===== src/rtl/rsa_pkg.sv =====
// Shared types and defaults for the modular exponentiation datapath.
package rsa_pkg;

    localparam int unsigned DEFAULT_WIDTH = 16;

    typedef enum logic [3:0] {
        IDLE,
        REDUCE,
        WAIT_RED,
        CHECK,
        MUL,
        WAIT_MUL,
        SQR,
        WAIT_SQR,
        FINISH
    } modexp_state_t;

endpackage


===== src/rtl/modmult.sv =====
// Iterative modular multiplier: result = (a * b) mod n, go/done handshake.
// The full product is formed on go, then reduced one bit per cycle by
// restoring remainder, so any a, b < 2^WIDTH and any n >= 1 are handled.
module modmult
    import rsa_pkg::*;
#(
    parameter int unsigned WIDTH = DEFAULT_WIDTH
) (
    input  logic             clk,
    input  logic             rst_n,
    input  logic             go_i,
    input  logic [WIDTH-1:0] a_i,
    input  logic [WIDTH-1:0] b_i,
    input  logic [WIDTH-1:0] n_i,
    output logic [WIDTH-1:0] result_o,
    output logic             done_o
);

    localparam int unsigned PW = 2 * WIDTH;
    localparam int unsigned CW = $clog2(PW + 1);

    logic             busy_q,   busy_d;
    logic [PW-1:0]    prod_q,   prod_d;
    logic [WIDTH-1:0] rem_q,    rem_d;
    logic [WIDTH-1:0] n_q,      n_d;
    logic [CW-1:0]    cnt_q,    cnt_d;
    logic [WIDTH-1:0] result_q, result_d;
    logic             done_q,   done_d;

    logic [WIDTH:0]   rem_shift_c;
    logic [WIDTH-1:0] rem_red_c;

    // One restoring-remainder step: shift in next product bit, subtract n if it fits.
    always_comb begin
        rem_shift_c = {rem_q, prod_q[PW-1]};
        if (rem_shift_c >= {1'b0, n_q}) begin
            rem_red_c = WIDTH'(rem_shift_c - {1'b0, n_q});
        end else begin
            rem_red_c = rem_shift_c[WIDTH-1:0];
        end
    end

    // Next-state: load on go when idle, otherwise step the reduction.
    always_comb begin
        busy_d   = busy_q;
        prod_d   = prod_q;
        rem_d    = rem_q;
        n_d      = n_q;
        cnt_d    = cnt_q;
        result_d = result_q;
        done_d   = 1'b0;
        if (busy_q) begin
            prod_d = prod_q << 1;
            rem_d  = rem_red_c;
            cnt_d  = cnt_q - CW'(1);
            if (cnt_q == CW'(1)) begin
                busy_d   = 1'b0;
                done_d   = 1'b1;
                result_d = rem_red_c;
            end
        end else if (go_i) begin
            prod_d = PW'(a_i) * PW'(b_i);
            rem_d  = '0;
            n_d    = n_i;
            cnt_d  = CW'(PW);
            busy_d = 1'b1;
        end
    end

    // State registers.
    always_ff @(posedge clk or negedge rst_n) begin
        if (!rst_n) begin
            busy_q   <= 1'b0;
            prod_q   <= '0;
            rem_q    <= '0;
            n_q      <= '0;
            cnt_q    <= '0;
            result_q <= '0;
            done_q   <= 1'b0;
        end else begin
            busy_q   <= busy_d;
            prod_q   <= prod_d;
            rem_q    <= rem_d;
            n_q      <= n_d;
            cnt_q    <= cnt_d;
            result_q <= result_d;
            done_q   <= done_d;
        end
    end

    assign result_o = result_q;
    assign done_o   = done_q;

endmodule


===== src/rtl/modexp_ctrl.sv =====
// Right-to-left square-and-multiply controller driving one modmult instance.
module modexp_ctrl
    import rsa_pkg::*;
#(
    parameter int unsigned WIDTH = DEFAULT_WIDTH
) (
    input  logic             clk,
    input  logic             rst,
    input  logic             go,
    input  logic [WIDTH-1:0] base,
    input  logic [WIDTH-1:0] exponent,
    input  logic [WIDTH-1:0] modulus,
    output logic [WIDTH-1:0] result,
    output logic             done,
    output logic             busy
);

    modexp_state_t    state_q,    state_d;
    logic [WIDTH-1:0] base_q,     base_d;
    logic [WIDTH-1:0] n_q,        n_d;
    logic [WIDTH-1:0] e_q,        e_d;
    logic [WIDTH-1:0] acc_q,      acc_d;
    logic [WIDTH-1:0] b_q,        b_d;
    logic             mul_last_q, mul_last_d;
    logic [WIDTH-1:0] result_q,   result_d;
    logic             done_q,     done_d;
    logic             busy_q,     busy_d;

    logic             mm_go_c;
    logic [WIDTH-1:0] mm_a_c;
    logic [WIDTH-1:0] mm_b_c;
    logic [WIDTH-1:0] mm_result;
    logic             mm_done;

    // Request strobe and operand select; operands hold through the matching WAIT state.
    always_comb begin
        mm_go_c = ((state_q == REDUCE) && (n_q != '0)) ||
                  (state_q == MUL) || (state_q == SQR);
        case (state_q)
            REDUCE, WAIT_RED: begin
                mm_a_c = base_q;
                mm_b_c = WIDTH'(1);
            end
            MUL, WAIT_MUL: begin
                mm_a_c = acc_q;
                mm_b_c = b_q;
            end
            default: begin
                mm_a_c = b_q;
                mm_b_c = b_q;
            end
        endcase
    end

    modmult #(
        .WIDTH (WIDTH)
    ) u_modmult (
        .clk      (clk),
        .rst_n    (rst),
        .go_i     (mm_go_c),
        .a_i      (mm_a_c),
        .b_i      (mm_b_c),
        .n_i      (n_q),
        .result_o (mm_result),
        .done_o   (mm_done)
    );

    // Next-state and registered-output logic.
    always_comb begin
        state_d    = state_q;
        base_d     = base_q;
        n_d        = n_q;
        e_d        = e_q;
        acc_d      = acc_q;
        b_d        = b_q;
        mul_last_d = mul_last_q;
        result_d   = result_q;
        done_d     = 1'b0;
        busy_d     = busy_q;
        case (state_q)
            IDLE: begin
                busy_d = 1'b0;
                if (go) begin
                    base_d     = base;
                    n_d        = modulus;
                    e_d        = exponent;
                    // n of 0 or 1 forces a zero result even with no multiplies
                    acc_d      = (modulus >= WIDTH'(2)) ? WIDTH'(1) : '0;
                    b_d        = '0;
                    mul_last_d = 1'b0;
                    busy_d     = 1'b1;
                    state_d    = REDUCE;
                end
            end
            REDUCE: begin
                state_d = (n_q == '0) ? FINISH : WAIT_RED;
            end
            WAIT_RED: begin
                if (mm_done) begin
                    b_d     = mm_result;
                    state_d = CHECK;
                end
            end
            CHECK: begin
                if (e_q == '0) begin
                    state_d = FINISH;
                end else if (e_q[0]) begin
                    state_d = MUL;
                end else begin
                    state_d = SQR;
                end
            end
            MUL: begin
                state_d = WAIT_MUL;
            end
            WAIT_MUL: begin
                if (mm_done) begin
                    acc_d      = mm_result;
                    e_d        = e_q >> 1;
                    mul_last_d = 1'b1;
                    // no square once the exponent is exhausted
                    state_d    = ((e_q >> 1) == '0) ? CHECK : SQR;
                end
            end
            SQR: begin
                state_d = WAIT_SQR;
            end
            WAIT_SQR: begin
                if (mm_done) begin
                    b_d = mm_result;
                    if (!mul_last_q) begin
                        e_d = e_q >> 1;
                    end
                    mul_last_d = 1'b0;
                    state_d    = CHECK;
                end
            end
            FINISH: begin
                result_d = acc_q;
                done_d   = 1'b1;
                state_d  = IDLE;
            end
            default: begin
                state_d = IDLE;
            end
        endcase
    end

    // All controller registers.
    always_ff @(posedge clk or negedge rst) begin
        if (!rst) begin
            state_q    <= IDLE;
            base_q     <= '0;
            n_q        <= '0;
            e_q        <= '0;
            acc_q      <= '0;
            b_q        <= '0;
            mul_last_q <= 1'b0;
            result_q   <= '0;
            done_q     <= 1'b0;
            busy_q     <= 1'b0;
        end else begin
            state_q    <= state_d;
            base_q     <= base_d;
            n_q        <= n_d;
            e_q        <= e_d;
            acc_q      <= acc_d;
            b_q        <= b_d;
            mul_last_q <= mul_last_d;
            result_q   <= result_d;
            done_q     <= done_d;
            busy_q     <= busy_d;
        end
    end

    assign result = result_q;
    assign done   = done_q;
    assign busy   = busy_q;

endmodule


===== config.mk =====
export PLATFORM = sky130hd
export DESIGN_NAME = modexp_ctrl
export DESIGN_NICKNAME = d
export VERILOG_FILES = /design/src/rtl/rsa_pkg.sv /design/src/rtl/modmult.sv /design/src/rtl/modexp_ctrl.sv
export SDC_FILE = /design/constraint.sdc
export NUM_CORES = 1
export LEC_CHECK = 0
export CAP_MARGIN = 20
export CORE_UTILIZATION = 45
export CTS_BUF_LIST = sky130_fd_sc_hd__clkbuf_4 sky130_fd_sc_hd__clkbuf_8 sky130_fd_sc_hd__clkbuf_16
export DETAILED_ROUTE_END_ITERATION = 10
export GPL_TIMING_DRIVEN = 0
export REMOVE_ABC_BUFFERS = 1
export SYNTH_ARGS = -nofsm -noshare
export SYNTH_HDL_FRONTEND = slang
export SYNTH_SLANG_ARGS = --single-unit
export TNS_END_PERCENT = 10

===== constraint.sdc =====
create_clock -name clk -period 10.3 [get_ports clk]
set_clock_uncertainty 0.05 [all_clocks]
set_input_delay 1.03 -clock clk [delete_from_list [all_inputs] [get_ports clk]]
set_output_delay 1.03 -clock clk [all_outputs]
set_load 0.05 [all_outputs]

Word-level counts from Yosys, hierarchy flattened
Cells that the tools add are included.
- $add $sub $neg: 2
- multipliers: 1
- $lt $le $gt $ge: 2
- eq/ne operators: 14
- mux-type cells: 39
- bitwise operators: 1
- reductions and logical operators: 23
- operators with widths (cell ; count):
    16-bit two-way mux ; 11
    16-bit case mux with 2 select lines ; 3
    32-bit two-way mux ; 2
    16-bit zero test ; 3
    16-bit case mux with 3 select lines ; 1
    16-bit by 16-bit multiplier with 32-bit output ; 1
    4-bit case mux with 7 select lines ; 1
    4-bit two-way mux ; 5
    17-bit by 16-bit >= comparator with 1-bit output ; 1
    4-bit by 3-bit == test with 1-bit output (second input constant) ; 4
    16-bit by 2-bit >= comparator with 1-bit output (second input constant) ; 1
    16-bit nonzero test ; 1
    16-bit subtractor ; 1
    6-bit two-way mux ; 2
    1-bit two-way mux ; 11
    3-bit AND reduction ; 3
    4-bit by 2-bit == test with 1-bit output (second input constant) ; 2
    6-bit by 1-bit == test with 1-bit output (second input constant) ; 1
    2-bit by 1-bit != test with 1-bit output (second input constant) ; 3
    2-bit AND reduction ; 3
    2-bit nonzero test ; 3
    2-bit OR reduction ; 3
    6-bit by 1-bit subtractor with 6-bit output (second input constant) ; 1
    5-bit AND reduction ; 1
    12 further kinds ; 14
- register bits: 191
- input port bits: 51
- output and inout port bits: 18

Depth between registers and ports, before layout
Gate-level depths: netlist (run 1).
- depth after elaboration: 6
- gate-level depth with buffers: 32
- mapped depth without buffers: 28

Modules after synthesis
A second synthesis (run 1) with hierarchy kept.
- cell total of the unflattened synthesis: 1961
- area, all modules: 18205.0 um^2
- modules (own cells, without submodules) (module ; instances ; cells each ; area each (um^2) ; seq. area each (um^2)):
    modmult ; 1 ; 1502 ; 13267.7 ; 2202.1
    modexp_ctrl ; 1 ; 459 ; 4937.2 ; 2577.5

Least setup slack after synthesis (run 1)
No wires, ideal clock.
- kind: reg-to-reg
- from: register state_q[2]
- to: register u_modmult.prod_q[26]
- arrival time: 7.224 ns
- required time: 10.174 ns
- setup slack: 2.950 ns
- cell stages (with the launch flop): 30
- path buffers: 4
- clock period less this slack: 7.350 ns
- path through: dfrtp_1 buf_2 nor2_1 and2_1 clkbuf_1 nor2_1 clkbuf_1 a221oi_1 clkbuf_1 nor2_1 fa_1 inv_1 fa_1 inv_1 fa_1 fa_1 fa_1 inv_1 fa_1 inv_1 ha_1 a21o_1 a21o_1 a2111oi_2 o211a_1 nor3_1 nor4_2 xnor2_1 mux2i_1 o21ai_1
- longest elaborated chain between the ends: 6
- elaborated cells on any way between the ends: 16
- RTL lines (what ; line ; RTL):
    from (decl) ; modexp_ctrl.sv:18 ; modexp_state_t state_q, state_d;
    from (signal assigned) ; modexp_ctrl.sv:163 ; state_q <= state_d;
    4-bit by 3-bit == test with 1-bit output (tied with other cells) ; modexp_ctrl.sv:38, modexp_ctrl.sv:39 ;
    2-bit OR reduction ; modexp_ctrl.sv:39 ; case (state_q)
    16-bit case mux with 2 select lines or 16-bit two-way mux (tied branches) ; modexp_ctrl.sv:39 ;
    16-bit by 16-bit multiplier with 32-bit output ; modmult.sv:62 ; prod_d = PW'(a_i) * PW'(b_i);
    32-bit two-way mux ; modmult.sv:61 ; end else if (go_i) begin
    32-bit two-way mux ; modmult.sv:52 ; if (busy_q) begin
    to (signal assigned) ; modmult.sv:82 ; prod_q <= prod_d;
    to (decl) ; modmult.sv:23 ; logic [PW-1:0] prod_q, prod_d;
Several ways; a longest one is shown, not always the timed one. The select of a mux whose other input is x is not followed.
A chain may end at the register's enable or synchronous reset.

Worst setup path after layout (run 1)
- from: register state_q[1]
- to: register u_modmult.prod_q[26]
Same word-level chain as after synthesis.

==> flow_summary.toml, run 1 <==
[power]
p_leak_uw = 0.00954
sequentialPowerShare_pct = 29.3
combPwrFrac_pct = 54.2
swShare_pct = 48.6
ir_drop_mv = 0.133
clockPowerShare_pct = 16.5
switching_power_uw = 2070
pwr_density_cell_nw_per_um2 = 218
p_int_uw = 2190

[worst_hold_path]
min_path_cells = 1
hold_end = "u_modmult.cnt_q[5]"
min_from = "u_modmult.cnt_q[5]"
hp-class = "reg2reg"

[critical_path]
critPathMaxStageDelay_ns = 1.11
reg2reg_depth = 26
worst-setup-path-type = "reg2reg"
critPathMaxFanout = 17
crit_start = "state_q[1]"
cpLargestDelayFamily = "adder cells"
timing.rr.start = "state_q[1]"
crit_arrival_ns = 9.66
cp-start-kind = "register"
required_ns = 10.63
timing.rr.end = "u_modmult.prod_q[26]"
worst-r2r-setup-slack_ns = 0.97
crit_buf_inv = 5
crit_top_cell = "fa_1"
crit_path_end_kind = "register"
cp_slowest_cell = "a221oi_1"

[logic_synthesis]
synth_area_um2 = 17600
synth-seq-cells = 191
async_flop_share_pct = 100
synth_edf_count = 0
ys_warn_count = 0
syn_inst = 1966
netlist-cell-type-count = 76
synth_seq_area_share_pct = 27.2
ys.flop_type = "dfrtp_1"
syn_avg_cell_area_um2 = 8.95

[cts]
clk_latency_ns = 0.45
cts-root-buf = "clkbuf_16"
cts_num_sinks = 191
htree_levels = 4
cts_tree = "done"
post_cts_resized = 0
cts_setup_buffers = 0
cts_max_path_buffers = 2
ctsHoldBuffers = 0
cts.clk_slew.worst_paths_ns = 0.08
cts_buffers = 17

[timing]
rsz0062_at_grt = "no"
finalSetupTns_ns = 0
slew_headroom_pct = 8.35
finalHoldViolCount = 0
min_period_over_period_pct = 90.6
finalSetupViolCount = 0
tightest_slew_ns = 1.37
drv_slew = 0
min_period_ns = 9.33
max_freq_ghz = 0.107

[finish]
num_antenna_cells = 0
syn_to_final_growth_pct = 10.9
nFillCells = 3647
drive_above_1_share_pct = 5.71
multiInputGateArea_um2 = 11500
fin_nets = 2352
final_cell_mix = "nand2_1, inv_1, fa_1"
layout_commonest_cell = "nand2_1"
ff_latch_area_um2 = 4780
postLayoutCoreUtil_pct = 50.5

[global_routing]
grt_pass1_wl_mm = 73.3
antenna_found_initial = 0
track_usage_pct = 24.2
grt_max_degree = 98
grt_pass1_vias = 13600
gr-total-overflow = 0

[floorplanning]
coreArea_um2 = 38600
start_util_pct = 45.5
die-area_um2 = 39900
io_pins = 69
die_h_um = 200
rows = 72
dieWidth_um = 200

[drt]
drc = 0
wirelength_mm = 46.2
via_per_inst = 5.41
postRouteAntennaNets = 0
initialDrtViolationCount = 916
vias = 13600
drtPass1Iterations = 5
wire_per_inst_um = 18.4

[run_status]
status = "completed"

[job]
max-cap-violations = 0

[placement]
gp_congestion = 1.00
hpwl_mm = 36.5
io_buffer_count = 68
-- metal layers --
metal	share of wire, %	vias up	GRT usage (%)
met4	3.0	0	8.82
li1	-	6422	-
met3	4.5	64	3.80
met5	0	-	0
met2	50	330	40.8
met1	43	6793	31.5
-- final cells by class --
cell class / instances / share of cell area [%]
flip-flops and latches: 191 / 24.5
multi-input cells: 1424 / 59.0
clock buffers: 17 / 2.18
clock inverters: 15 / 0.936
repair buffers: 87 / 4.98
well taps: 518 / 3.32
inverters: 263 / 5.06
-- registers in the layout, summed over array words and instances (netlist names) --
name,cells
u_modmult.prod_q,32
acc_q,16
b_q,16
base_q,16
e_q,16
n_q,16
result,16
u_modmult.n_q,16
u_modmult.rem_q,16
u_modmult.result_o,16
u_modmult.cnt_q,6
state_q,4
busy,1
done,1
mul_last_q,1
u_modmult.busy_q,1
u_modmult.done_o,1
-- power by group through the flow --
stage | clock network (µW) | logic (µW) | registers (µW)
2_1_floorplan | 0 | 1560 | 1190
3_3_place_gp | 0 | 2140 | 1280
3_5_place_dp | 0 | 2290 | 1250
4_1_cts | 720 | 2290 | 1240
5_1_grt | 746 | 2570 | 1280
6_report | 703 | 2310 | 1250
-- worst reg2reg max path, stage by stage, from the launching register on --
cell and delay, ns:
dfrtp_1 0.65, xor2_1 0.22, and2_1 0.68, nor2_2 0.35
buf_8 0.26, a221oi_1 1.11, nor2_1 0.18, fa_1 0.57
inv_1 0.06, fa_1 0.55, inv_1 0.06, fa_1 0.51
fa_1 0.43, fa_1 0.55, inv_1 0.06, fa_1 0.63
inv_1 0.07, ha_1 0.36, a21o_1 0.20, a21o_1 0.20
a2111oi_2 0.43, o211a_1 0.29, nor3_1 0.12, nor4_2 0.29
xnor2_1 0.15, mux2i_1 0.09, o21ai_1 0.12
-- cell usage after synthesis, drive strengths merged (18+ instances only) --
library cell  number  area, µm²
nand2            374       1400
inv              263        987
fa               195       3900
dfrtp            191       4780
nor2             183        687
o21ai            127        651
ha               122       1530
clkbuf            78        293
a21oi             61        320
mux2i             34        340
mux2              29        330
a21o              27        210
and3              24        150
nand3             23        115
xnor2             23        201
a22o              20        175
and2              18        115
-- through the flow --
| stage | power (µW) | cells | hold slack, ns | setup WS [ns] | area [µm²] |
|---|---|---|---|---|---|
| floorplan | 2740 | 1878 | 0.386 | 1.85 | 17200 |
| global placement | 3420 | 2464 | 0.403 | -0.208 | 18600 |
| detailed placement | 3540 | 2482 | 0.418 | 1.09 | 18900 |
| CTS | 4260 | 2514 | 0.429 | 1.05 | 19500 |
| global route | 4590 | 2515 | 0.457 | 0.505 | 19500 |
| finish | 4250 | 2515 | 0.432 | 0.965 | 19500 |
-- cells by family (layout without fill, tap and decap cells) --
group,Yosys count,after routing,synth area share (%)
AOI/OAI and AO/OA,318,318,12.1
adders and majority gates,317,317,30.9
buffers and inverters,351,382,7.59
xor gates and xnor gates,39,39,1.94
muxes,63,63,3.81
and+or+nand+nor,687,687,16.5
DFF,191,191,27.2
-- how the worst max path moves through the flow --
stage	to	cells after the start
CTS	u_modmult.prod_q[28]	26
global route	u_modmult.prod_q[28]	26
finish	u_modmult.prod_q[26]	26
global placement	u_modmult.prod_q[26]	25
detailed placement	u_modmult.prod_q[28]	26
floorplan	u_modmult.prod_q[26]	25
(Power assumes the default switching activity.)
==> run 2: changes to the inputs <==
--- a/config.mk
+++ b/config.mk
@@ -6,10 +6,12 @@
 export NUM_CORES = 1
 export LEC_CHECK = 0
 export CAP_MARGIN = 20
+export CORE_ASPECT_RATIO = 1.25
 export CORE_UTILIZATION = 45
 export CTS_BUF_LIST = sky130_fd_sc_hd__clkbuf_4 sky130_fd_sc_hd__clkbuf_8 sky130_fd_sc_hd__clkbuf_16
 export DETAILED_ROUTE_END_ITERATION = 10
 export GPL_TIMING_DRIVEN = 0
+export RECOVER_POWER = 100
 export REMOVE_ABC_BUFFERS = 1
 export SYNTH_ARGS = -nofsm -noshare
 export SYNTH_HDL_FRONTEND = slang
==> run 2 against run 1 <==
  * The run now ends with capacitance limit, slew limit left
  * Sequential cell count unchanged
  * Cell count decreased by 0.95%
  * Clock power decreased by 6.1%
  * Sequential share of layout area increased by 0.32 points
  * Critical path type unchanged
  * Highest routed layer unchanged
==> flow_summary.toml, run 2 (synthesized netlist as in run 1, its figures left out) <==
[run_status]
status = "finished with violations"
violations = "capacitance limit, slew limit"

[cts]
cts-root-buf = "clkbuf_16"
cts_setup_buffers = 0
cts_buffers = 17
ctsHoldBuffers = 0
post_cts_resized = 0
cts_tree = "done"
cts_num_sinks = 191
htree_levels = 4
cts.clk_slew.worst_paths_ns = 0.08
clk_latency_ns = 0.46
cts_max_path_buffers = 2

[finish]
layout_commonest_cell = "nand2_1"
drive_above_1_share_pct = 4.30
ff_latch_area_um2 = 4780
final_cells = 2491
largest_reg_flops = 32
postLayoutCoreUtil_pct = 50.2
num_antenna_cells = 0
top_register = "u_modmult.prod_q"
syn_to_final_growth_pct = 9.43
nFillCells = 3638
final_cell_mix = "nand2_1, inv_1, fa_1"
multiInputGateArea_um2 = 11400
fin_nets = 2354

[global_routing]
grt_pass1_vias = 14300
gr-total-overflow = 0
antenna_found_initial = 0
grt_pass1_wl_mm = 75.3
track_usage_pct = 24.7
grt_max_degree = 119

[timing]
max_freq_ghz = 0.107
finalSetupViolCount = 0
slew_headroom_pct = -176
min_period_over_period_pct = 90.9
rsz0062_at_grt = "no"
tightest_slew_ns = 4.14
drv_slew = 155
finalHoldViolCount = 0
min_period_ns = 9.37

[job]
max-cap-violations = 4

[floorplanning]
die_h_um = 223
die-area_um2 = 39900
rows = 80
dieWidth_um = 179
coreArea_um2 = 38300
start_util_pct = 45.9
io_pins = 69

[placement]
hpwl_mm = 37.4
gp_congestion = 0.969
io_buffer_count = 68
dp.cells = 2456

[drt]
postRouteAntennaNets = 0
drc = 0
wire_per_inst_um = 18.8
initialDrtViolationCount = 969
via_per_inst = 5.57
drtPass1Iterations = 5
vias = 13900
wirelength_mm = 46.8

[power]
pwr_density_cell_nw_per_um2 = 217
ir_drop_mv = 0.129
p_leak_uw = 0.00951

[critical_path]
crit_top_cell = "fa_1"
cp-start-kind = "register"
crit_path_end_kind = "register"
critPathMaxStageDelay_ns = 1.56
crit_arrival_ns = 9.65
cp_slowest_cell = "a221oi_1"
required_ns = 10.59
critPathMaxFanout = 21
crit_chain = "xor2_1 -> and2_1 -> nor2_1 -> buf_16 -> a221oi_1 -> nor2_1 -> fa_1 -> fa_1 -> fa_1 -> fa_1 -> fa_1 -> inv_1 -> fa_1 -> inv_1 -> ha_1 -> a21oi_1 -> o21ai_0 -> o21bai_1 -> and2_4 -> nand4_1 -> a31o_1 -> mux2_1 -> a221o_1"
worst-setup-path-type = "reg2reg"

[worst_hold_path]
hp-class = "reg2reg"
-- run 2: changes by cell type in the layout (fill, tap and decap cells not counted), moves of 5 or more --
cell             delta
buf_8               -7
buf_6               -5
mux2_2              -5
mux2_1              +6
dlygate4sd3_1      +19
clkdlybuf4s50_1    -19
clkbuf_1           +11
o21ai_0             +6
-- run 2: layout make-up --
class / count / share of cell area (%)
Clock buffer: 18 / 2.28
Clock inverter: 14 / 0.741
Inverter: 263 / 5.13
Multi-Input combinational cell: 1424 / 59.4
Sequential cell: 191 / 24.8
Tap cell: 492 / 3.20
Timing Repair Buffer: 89 / 4.46
-- run 2: power breakdown --
group	internal (µW)	switching, µW
clock network	328	332
logic	806	1480
registers	1000	237
total	2140	2040
-- run 2: worst paths after layout --
| path | from | end | slack, ns | cells after the start |
|---|---|---|---|---|
| setup / recovery | state_q[1] | u_modmult.prod_q[31] | 0.93 | 23 |
| hold / removal | u_modmult.cnt_q[5] | u_modmult.cnt_q[5] | 0.43 | 1 |
| setup reg to reg | state_q[1] | u_modmult.prod_q[31] | 0.93 | 23 |
| hold reg to reg | u_modmult.cnt_q[5] | u_modmult.cnt_q[5] | 0.43 | 1 |
| max in group asynchronous | rst | u_modmult.n_q[10] | 5.88 | 1 |
| min in group asynchronous | rst | u_modmult.prod_q[11] | 1.95 | 1 |
-- run 2: worst max-delay path: cells and delay by family, from the launching register on --
| family | cells | cell delay [ns] |
|---|---|---|
| multiplexers | 1 | 0.31 |
| buffers and inverters | 3 | 0.37 |
| AO/OA/AOI/OAI | 6 | 2.73 |
| adder cells (fa/ha/maj) | 7 | 3.56 |
| AND/OR/NAND/NOR | 5 | 1.39 |
| XOR/XNOR | 1 | 0.20 |
| flip-flops | 1 | 0.62 |
-- run 2: per-stage QoR --
stage	setup slack (ns)	hold slack, ns	area, µm²	setup TNS, ns	total power (µW)
3_5_place_dp	0.957	0.412	18900	0	3580
4_1_cts	0.932	0.422	19400	0	4250
5_1_grt	0.387	0.454	19300	0	4500
2_1_floorplan	1.85	0.386	17200	0	2740
6_report	0.935	0.426	19300	0	4180
3_3_place_gp	-0.181	0.401	18500	-0.718	3430
-- run 2: routing by layer --
layer	vias to the layer above	share of wire, %	GRT usage (%)
met5	-	0	0
met4	0	4.6	11.6
met3	120	4.1	3.63
met2	365	52	43.7
met1	6958	39	29.0
li1	6421	-	-
==> run 3: changes to the inputs <==
--- a/config.mk
+++ b/config.mk
@@ -7,7 +7,7 @@
 export LEC_CHECK = 0
 export CAP_MARGIN = 20
 export CORE_ASPECT_RATIO = 1.25
-export CORE_UTILIZATION = 45
+export CORE_UTILIZATION = 30
 export CTS_BUF_LIST = sky130_fd_sc_hd__clkbuf_4 sky130_fd_sc_hd__clkbuf_8 sky130_fd_sc_hd__clkbuf_16
 export DETAILED_ROUTE_END_ITERATION = 10
 export GPL_TIMING_DRIVEN = 0
==> run 3 against run 2 <==
  * The flow still finishes with violations (capacitance limit, slew limit)
  * Global-route usage down 8.1 points
  * Worst hold slack gained 0.00062 ns
  * Sequential power is essentially flat
  * Sequential share of layout area down 0.37 points
  * Critical path type unchanged
  * Largest cell class unchanged
==> flow_summary.toml, run 3 (synthesized netlist as in run 1, its figures left out) <==
[run_status]
status = "finished with violations"
violations = "capacitance limit, slew limit"

[global_routing]
gr-total-overflow = 0
grt_max_degree = 125
antenna_found_initial = 2
grt_pass1_vias = 14400
grt_pass1_wl_mm = 76.8
track_usage_pct = 16.6

[floorplanning]
coreArea_um2 = 57600
io_pins = 69
rows = 98
start_util_pct = 30.5
die-area_um2 = 59600
die_h_um = 273
dieWidth_um = 219

[finish]
largest_reg_flops = 32
drive_above_1_share_pct = 4.15
final_cell_mix = "nand2_1, inv_1, fa_1"
num_antenna_cells = 0
syn_to_final_growth_pct = 11.1
nFillCells = 5961
ff_latch_area_um2 = 4780
multiInputGateArea_um2 = 11400
top_register = "u_modmult.prod_q"
layout_commonest_cell = "nand2_1"
postLayoutCoreUtil_pct = 33.9
fin_nets = 2354

[cts]
post_cts_resized = 0
cts_tree = "done"
cts_setup_buffers = 0
cts.clk_slew.worst_paths_ns = 0.08
ctsHoldBuffers = 0
cts_max_path_buffers = 2
htree_levels = 4
cts-root-buf = "clkbuf_16"
clk_latency_ns = 0.50
cts_buffers = 17
cts_num_sinks = 191

[timing]
tightest_slew_ns = 3.94
min_period_ns = 9.42
max_freq_ghz = 0.106
slew_headroom_pct = -162
finalSetupViolCount = 0
drv_slew = 279
min_period_over_period_pct = 91.5
finalHoldViolCount = 0
rsz0062_at_grt = "no"

[drt]
initialDrtViolationCount = 918
wire_per_inst_um = 17.3
via_per_inst = 5.04
drtPass1Iterations = 6
wirelength_mm = 47.6
postRouteAntennaNets = 0
vias = 13900
drc = 0

[critical_path]
cpLargestDelayFamily = "adder cells"
critPathMaxStageDelay_ns = 1.46
crit_path_end_kind = "register"
crit_chain = "xor2_1 -> and2_1 -> nor2_2 -> buf_8 -> a221oi_1 -> nor2_1 -> fa_1 -> fa_1 -> fa_1 -> fa_1 -> fa_1 -> inv_1 -> fa_1 -> inv_1 -> ha_1 -> a21oi_1 -> o21ai_0 -> nor2_1 -> o31ai_1 -> and2_4 -> nand4_1 -> a31o_1 -> mux2_1 -> a221o_1"
cp_slowest_cell = "a221oi_1"
worst-setup-path-type = "reg2reg"
cp-start-kind = "register"
critPathMaxFanout = 19
required_ns = 10.63
crit_buf_inv = 3
crit_arrival_ns = 9.75
crit_top_cell = "fa_1"

[placement]
hpwl_mm = 37.3
gp_congestion = 0.985
io_buffer_count = 68

[worst_hold_path]
hp-class = "reg2reg"

[power]
ir_drop_mv = 0.163
p_total_uw = 4200
p_leak_uw = 0.00949
pwr_density_cell_nw_per_um2 = 215

[job]
max-cap-violations = 6
-- run 3: worst paths after layout --
| kind | from | end | slack, ns | cells after the start |
|---|---|---|---|---|
| min in group asynchronous | rst | u_modmult.prod_q[17] | 1.84 | 1 |
| max in group asynchronous | rst | u_modmult.busy_q | 3.61 | 2 |
| worst min-delay path | u_modmult.cnt_q[5] | u_modmult.cnt_q[5] | 0.43 | 1 |
| worst max register to register | state_q[1] | u_modmult.prod_q[31] | 0.88 | 24 |
| worst min register to register | u_modmult.cnt_q[5] | u_modmult.cnt_q[5] | 0.43 | 1 |
| worst max-delay path | state_q[1] | u_modmult.prod_q[31] | 0.88 | 24 |
-- run 3: cell type report --
class	count	area share (%)
Clock buffer	18	2.21
Tap cell	750	4.80
Inverter	263	5.05
Sequential cell	191	24.5
Clock inverter	14	0.743
Timing Repair Buffer	89	4.31
Multi-Input combinational cell	1424	58.4
-- run 3: power by group --
part | leakage [µW] | switching [µW] | internal, µW | total, µW
logic | 0.00670 | 1490 | 788 | 2280
registers | 0.00251 | 240 | 1000 | 1240
clock network | 0.000275 | 351 | 324 | 676
total | 0.00949 | 2080 | 2110 | 4200
-- run 3: routing by layer --
layer  wire length, µm  share of wire (%)  global-route usage, %
met5                10              0.021                      0
met4              1840                3.9                   7.95
met2             24100                 51                   28.6
met1             19300                 41                   20.1
met3              2270                4.8                   2.74
-- run 3: per-stage QoR --
step	TNS, ns	instance area, µm²	hold WS, ns	cells	setup slack, ns
finish	0	19500	0.426	2749	0.875
detailed placement	0	19100	0.416	2712	1.16
floorplan	0	17200	0.386	1878	1.85
CTS	0	19700	0.429	2744	1.13
global placement	-0.270	18900	0.399	2696	-0.117
global route	0	19500	0.448	2749	0.418
